File: config.mk
export PLATFORM = sky130hd
export DESIGN_NAME = stream_mux_rr_flat
export DESIGN_NICKNAME = d
export VERILOG_FILES = /design/src/rtl/stream_mux_rr_if.sv /design/src/rtl/stream_mux_rr.sv /design/src/flat_wrapper.sv
export SDC_FILE = /design/constraint.sdc
export NUM_CORES = 1
export LEC_CHECK = 0
export ABC_AREA = 1
export BUFFER_PORTS_ARGS = -buffer_cell sky130_fd_sc_hd__buf_2
export CELL_PAD_IN_SITES_DETAIL_PLACEMENT = 2
export CELL_PAD_IN_SITES_GLOBAL_PLACEMENT = 2
export CORE_AREA = 8 8 83 85
export CTS_CLUSTER_SIZE = 12
export DETAILED_ROUTE_END_ITERATION = 6
export DIE_AREA = 0 0 91 93
export GPL_ROUTABILITY_DRIVEN = 0
export PLACE_DENSITY = 0.88
export SLEW_MARGIN = 20
export SYNTH_ARGS = -nofsm -noshare
export SYNTH_HDL_FRONTEND = slang
export SYNTH_SLANG_ARGS = --single-unit
File: constraint.sdc
create_clock -name clk -period 2.63 [get_ports clk]
set_clock_uncertainty 0.15 [all_clocks]
set_input_delay 0 -clock clk [delete_from_list [all_inputs] [get_ports clk]]
set_output_delay 0 -clock clk [all_outputs]
set_load 0.05 [all_outputs]
File: src/rtl/stream_mux_rr_if.sv
// Stream mux bus: N input channels, one registered output.
// Ports: in_data/in_valid/in_ready, sel, mode, out_data/out_valid/out_ready/out_ch.
interface stream_mux_rr_if #(
  parameter int WIDTH = 8,
  parameter int N     = 4,
  parameter int SEL_W = 2
) ();
  logic [N*WIDTH-1:0] in_data;
  logic [N-1:0]       in_valid;
  logic [N-1:0]       in_ready;
  logic [SEL_W-1:0]   sel;
  logic               mode;
  logic [WIDTH-1:0]   out_data;
  logic               out_valid;
  logic               out_ready;
  logic [SEL_W-1:0]   out_ch;

  modport master (
    output in_data, in_valid, sel, mode, out_ready,
    input  in_ready, out_data, out_valid, out_ch
  );

  modport slave (
    input  in_data, in_valid, sel, mode, out_ready,
    output in_ready, out_data, out_valid, out_ch
  );
endinterface

File: src/rtl/stream_mux_rr.sv
// N-to-1 stream mux, fixed-select or round-robin, 1-deep output register.
// Ports: clk, rst (sync, active-high), bus (stream_mux_rr_if.slave).
module stream_mux_rr #(
  parameter int WIDTH = 8,
  parameter int N     = 4,
  parameter int SEL_W = 2
) (
  input logic             clk,
  input logic             rst,
  stream_mux_rr_if.slave  bus
);

  logic [WIDTH-1:0] out_data_q, out_data_d;
  logic [SEL_W-1:0] out_ch_q, out_ch_d;
  logic             out_valid_q, out_valid_d;
  logic [SEL_W-1:0] rr_ptr_q, rr_ptr_d;

  logic             slot_free;
  logic             gnt_vld;
  logic [SEL_W-1:0] gnt;
  logic [N-1:0]     in_ready_c;

  assign slot_free = !out_valid_q || bus.out_ready;

  // Round-robin scans upward from rr_ptr+1 with wrap;
  // fixed mode grants only an in-range, valid sel.
  always_comb begin
    int idx;
    idx     = 0;
    gnt_vld = 1'b0;
    gnt     = '0;
    if (bus.mode) begin
      for (int k = 1; k <= N; k++) begin
        idx = (int'(rr_ptr_q) + k) % N;
        if (!gnt_vld && bus.in_valid[idx]) begin
          gnt_vld = 1'b1;
          gnt     = SEL_W'(idx);
        end
      end
    end else begin
      for (int i = 0; i < N; i++) begin
        if (int'(bus.sel) == i) begin
          gnt_vld = bus.in_valid[i];
          gnt     = SEL_W'(i);
        end
      end
    end
  end

  // rst gates in_ready so no beat is accepted during reset.
  always_comb begin
    in_ready_c = '0;
    for (int i = 0; i < N; i++) begin
      in_ready_c[i] = gnt_vld && slot_free && !rst
                      && (int'(gnt) == i);
    end
  end

  assign bus.in_ready = in_ready_c;

  always_comb begin
    out_data_d  = out_data_q;
    out_ch_d    = out_ch_q;
    out_valid_d = out_valid_q;
    rr_ptr_d    = rr_ptr_q;
    if (slot_free) begin
      if (gnt_vld) begin
        out_data_d  = bus.in_data[int'(gnt)*WIDTH +: WIDTH];
        out_ch_d    = gnt;
        out_valid_d = 1'b1;
        if (bus.mode) begin
          rr_ptr_d = gnt;
        end
      end else begin
        out_valid_d = 1'b0;
      end
    end
  end

  // rr_ptr resets to N-1 so channel 0 wins first.
  always_ff @(posedge clk) begin
    if (rst) begin
      out_data_q  <= '0;
      out_ch_q    <= '0;
      out_valid_q <= 1'b0;
      rr_ptr_q    <= SEL_W'(N - 1);
    end else begin
      out_data_q  <= out_data_d;
      out_ch_q    <= out_ch_d;
      out_valid_q <= out_valid_d;
      rr_ptr_q    <= rr_ptr_d;
    end
  end

  assign bus.out_data  = out_data_q;
  assign bus.out_ch    = out_ch_q;
  assign bus.out_valid = out_valid_q;

endmodule

File: src/flat_wrapper.sv
// flat-port wrapper written by rule: the top's interface ports become plain ports
module stream_mux_rr_flat 
#(
  parameter int WIDTH = 8,
  parameter int N     = 4,
  parameter int SEL_W = 2
)
  (clk, rst, bus_in_data, bus_in_valid, bus_sel, bus_mode, bus_out_ready, bus_in_ready, bus_out_data, bus_out_valid, bus_out_ch);
  stream_mux_rr_if #(.WIDTH(WIDTH), .N(N), .SEL_W(SEL_W)) bus_i ();
  input logic clk;
  input logic rst;
  input wire logic [$bits(bus_i.in_data)-1:0] bus_in_data;
  input wire logic [$bits(bus_i.in_valid)-1:0] bus_in_valid;
  input wire logic [$bits(bus_i.sel)-1:0] bus_sel;
  input wire logic [$bits(bus_i.mode)-1:0] bus_mode;
  input wire logic [$bits(bus_i.out_ready)-1:0] bus_out_ready;
  output wire logic [$bits(bus_i.in_ready)-1:0] bus_in_ready;
  output wire logic [$bits(bus_i.out_data)-1:0] bus_out_data;
  output wire logic [$bits(bus_i.out_valid)-1:0] bus_out_valid;
  output wire logic [$bits(bus_i.out_ch)-1:0] bus_out_ch;
  assign bus_i.in_data = bus_in_data;
  assign bus_i.in_valid = bus_in_valid;
  assign bus_i.sel = bus_sel;
  assign bus_i.mode = bus_mode;
  assign bus_i.out_ready = bus_out_ready;
  assign bus_in_ready = bus_i.in_ready;
  assign bus_out_data = bus_i.out_data;
  assign bus_out_valid = bus_i.out_valid;
  assign bus_out_ch = bus_i.out_ch;
  stream_mux_rr #(.WIDTH(WIDTH), .N(N), .SEL_W(SEL_W)) u_core (.clk(clk), .rst(rst), .bus(bus_i));
endmodule
==> parameters.txt <==
Parameter                              Value

Outcome
  Status    finished, violations left
  Failing checks    hold timing

Critical path
  Kind of cell adding the most delay to the critical path    simple AND/OR/NAND/NOR gates
  Crit. Startpoint    u_core.rr_ptr_q[1]$_SDFFE_PP1P_
  Startpoint kind of the worst setup timing path    register
  Worst path arrival time    2.22 ns
  Critical setup path kind    register to output pin
  Start of the worst register-to-register path    u_core.rr_ptr_q[0]$_SDFFE_PP1P_
  Stage delay of the slowest cell on the critical path    0.43 ns
  Cell with the most instances on the worst path    nand2_1
  Cell with the largest stage delay on the worst path    dfxtp_1
  Required time reported for the critical path endpoint    2.48 ns
  Buffering stage count on the worst path with inverters included    3
  Max Fanout on Critical Path    15
  Capturing element type of the critical path    output pin
  Series of cell instances along the critical path    inv_2, nand2_1, nand2_1, nand2_2, inv_1, a31oi_1, nand2_1, nor2_2, nor2_4, nor3_1, buf_2

Clock tree
  TritonCTS clock tree    yes
  Cell at the root of the clock tree    clkbuf_8
  Number of clock sinks    13
  Clock network latency to the later pin of the worst-skew pair    0.24 ns
  Total CTS buffers    3
  Number of levels in the clock H-tree    1
  Post-CTS clock slew at the launch and capture registers of the worst setup and hold paths    0.06 ns
  Buffers inserted during post-CTS setup optimization    0
  Number of buffers on the longest clock path    2

Yosys
  Most common flop cell mapped by yosys    dfxtp_1
  Yosys top cell area share    21.8%
  Leading post-synthesis cells by instance count    57 x nand2_1, 31 x nand3_1, 20 x nor2_1
  Number of distinct standard cells referenced by the synthesized netlist    22
  Syn Std Cell Area    1200 um2
  Avg Synthesized Cell Area    5.98 um2
  Post-synth top area cell    dfxtp_1
  Synthesized instance count    200
  #FFs+latches synth    13
  Number of flops mapped to enable cells by yosys    0
  Fraction of registers with async set/reset    0%
  Sequential element share of the synthesized area    21.8%
  Top-count cell post-synth    nand2_1
  Post-synth net total    242
  Most area-consuming cells after synthesis    dfxtp_1 22%, nand2_1 18%, nand3_1 13%
  Ys Warns    0

Final layout
  Area used by multi-input combinational logic    807 um2
  Share of post-route cells with drive strength above 1    33.6%
  Net total in the final layout    323
  Filler Cell Count    712
  Flip-flop and latch area    262 um2
  Area growth syn-to-layout    52.9%
  Diodes inserted    0

Route
  Drc violations    0
  Highest metal used    met4
  Wire length after detailed routing    5.48 mm
  Number of vias per cell after detailed routing    4.55
  Avg WL per Cell    15.4 um
  Antenna-violating nets left    0
  Met2 layer wire length in the routed design    2.71 mm
  Routed met1 length    2.50 mm
  Pre-antenna DRT Iters    4
  Via count    1617
  WL met3    193 um
  Drt initial violations    40

GRT
  Global-route usage over all layers    13.2%
  Antenna violations before repair    0
  Largest net degree at the start of global routing    19
  Overflow after GRT    0
  Global-route wire length before repair    9.24 mm
  Number of global-route vias before repair    1845

Timing
  Worst hold margin    -0.00277 ns
  Post-layout minimum cycle time    2.37 ns
  Highest achievable clock rate    423 MHz
  Post-route clock period utilization    90.0%
  Final Max Slew Viols    0
  Hold Vio Cnt, Final    1
  Setup violation total in the final timing report    0
  Slew @ Worst Pin    0.425 ns
  Remaining max-slew budget at the tightest pin    71.6%
  Unrepaired setup endpoints after global routing    false
  Final-layout setup total negative slack    0 ns

Die
  Core region area    5680 um2
  Floorplan die width    91 um
  Boundary pin count    57
  DIE AREA    8460 um2
  Vertical die dimension    93 um
  Initial core utilization    21.1%
  Site Rows    28

Placement
  Detailed Place HPWL    3.99 mm
  Port Buffers    56

Pwr
  Combinational share of power    58.9%
  Net switching fraction of the power    50.0%
  Net switching power of the design    0.535 mW
  Reported leakage power    0.949 nW
  Clk network pwr share    17.6%
  Part of the power in registers    23.5%
  VDD IR-drop max    0.183 mV
  Power Density    585 nW/um2
  Design internal power    0.535 mW

Worst hold path
  Path type of the worst min-delay path    input pin to register
  Launch instance of the worst min-delay path    bus_in_data[23]

Job
  Number of violations of the max-capacitance limit    0
==> logic make-up (layout without fill, tap and decap cells) <==
logic type      count (synthesis)  in the layout  synth area share (%)
compound gates                 25             25                  12.0
flops                          13             13                  21.8
buf+inv                        25            105                  10.8
simple gates                  137            137                  55.4
==> power by group through the flow <==
stage / combinational, mW / clock [mW] / sequential (mW)
6_report: 0.630 / 0.188 / 0.251
5_1_grt: 0.698 / 0.201 / 0.256
4_1_cts: 0.627 / 0.191 / 0.251
3_5_place_dp: 0.593 / 0 / 0.256
3_3_place_gp: 0.576 / 0 / 0.254
2_1_floorplan: 0.355 / 0 / 0.355
==> sequential cells by signal, indices dropped and copies added (netlist names) <==
signal                count
u_core.rr_ptr_q           2
u_core.bus.out_ch         2
u_core.bus.out_valid      1
u_core.bus.out_data       8
==> placed cells by master (no fill, tap or decap), drive strengths merged <==
master	count
a21oi	8
nand4	1
nand3	37
o21ai	15
nor2	28
dfxtp	13
o21bai	1
a31oi	1
nand2	67
buf	59
clkbuf	4
nor3	4
inv	17
dlygate4sd3	25
==> timing repair <==
action | in CTS | in global routing
hold buffers | 25 | 0
endpoints found under the hold margin | 11 | 0
setup endpoints to repair | 0 | 2
gates resized for setup | 0 | 5
==> per-layer routing <==
layer	up-vias	track usage [%]
li1	806	-
met1	767	15.5
met3	4	2.24
met5	-	0
met2	40	24.0
met4	0	3.82
==> area by class of cell <==
class	count	area share, %
timing repair buffer	84	30.5
sequential	13	14.3
tap	75	5.13
clock buffer	4	2.46
inverter	17	3.49
multi-input combinational	162	44.1
==> worst register-to-register path: stages (launching register included) <==
cell	delay, ns
dfxtp_2	0.34
inv_2	0.15
nand2_1	0.08
nand2_1	0.11
nand2_1	0.07
nand2_1	0.12
nand4_1	0.11
nand2_1	0.19
nor2_2	0.09
nor2_4	0.35
nor2_2	0.12
nand2_1	0.10
nand2_1	0.05
nor2_1	0.11
nor2_1	0.05
==> through the flow <==
step	instance area [um2]	utilization (%)	setup WS, ns	power (mW)	instances
after floorplan	1200	-	0.0901	0.710	200
after detailed placement	1530	26.9	0.352	0.848	326
after global placement	1530	26.9	0.424	0.831	326
after global routing	1830	32.2	0.0390	1.15	355
final	1830	32.2	0.263	1.07	355
after CTS	1820	32.1	0.143	1.07	355
==> path summary, 6_finish.rpt <==
kind | end | slack (ns) | depth (start not counted)
setup / recovery | bus_in_ready[1] | 0.26 | 11
hold / removal | u_core.bus.out_data[7]$_SDFFE_PP0P_ | -0.003 | 5
setup reg to reg | u_core.bus.out_data[2]$_SDFFE_PP0P_ | 0.35 | 14
hold reg to reg | u_core.bus.out_data[3]$_SDFFE_PP0P_ | 0.37 | 2
Power figures use the tool's default switching activity.
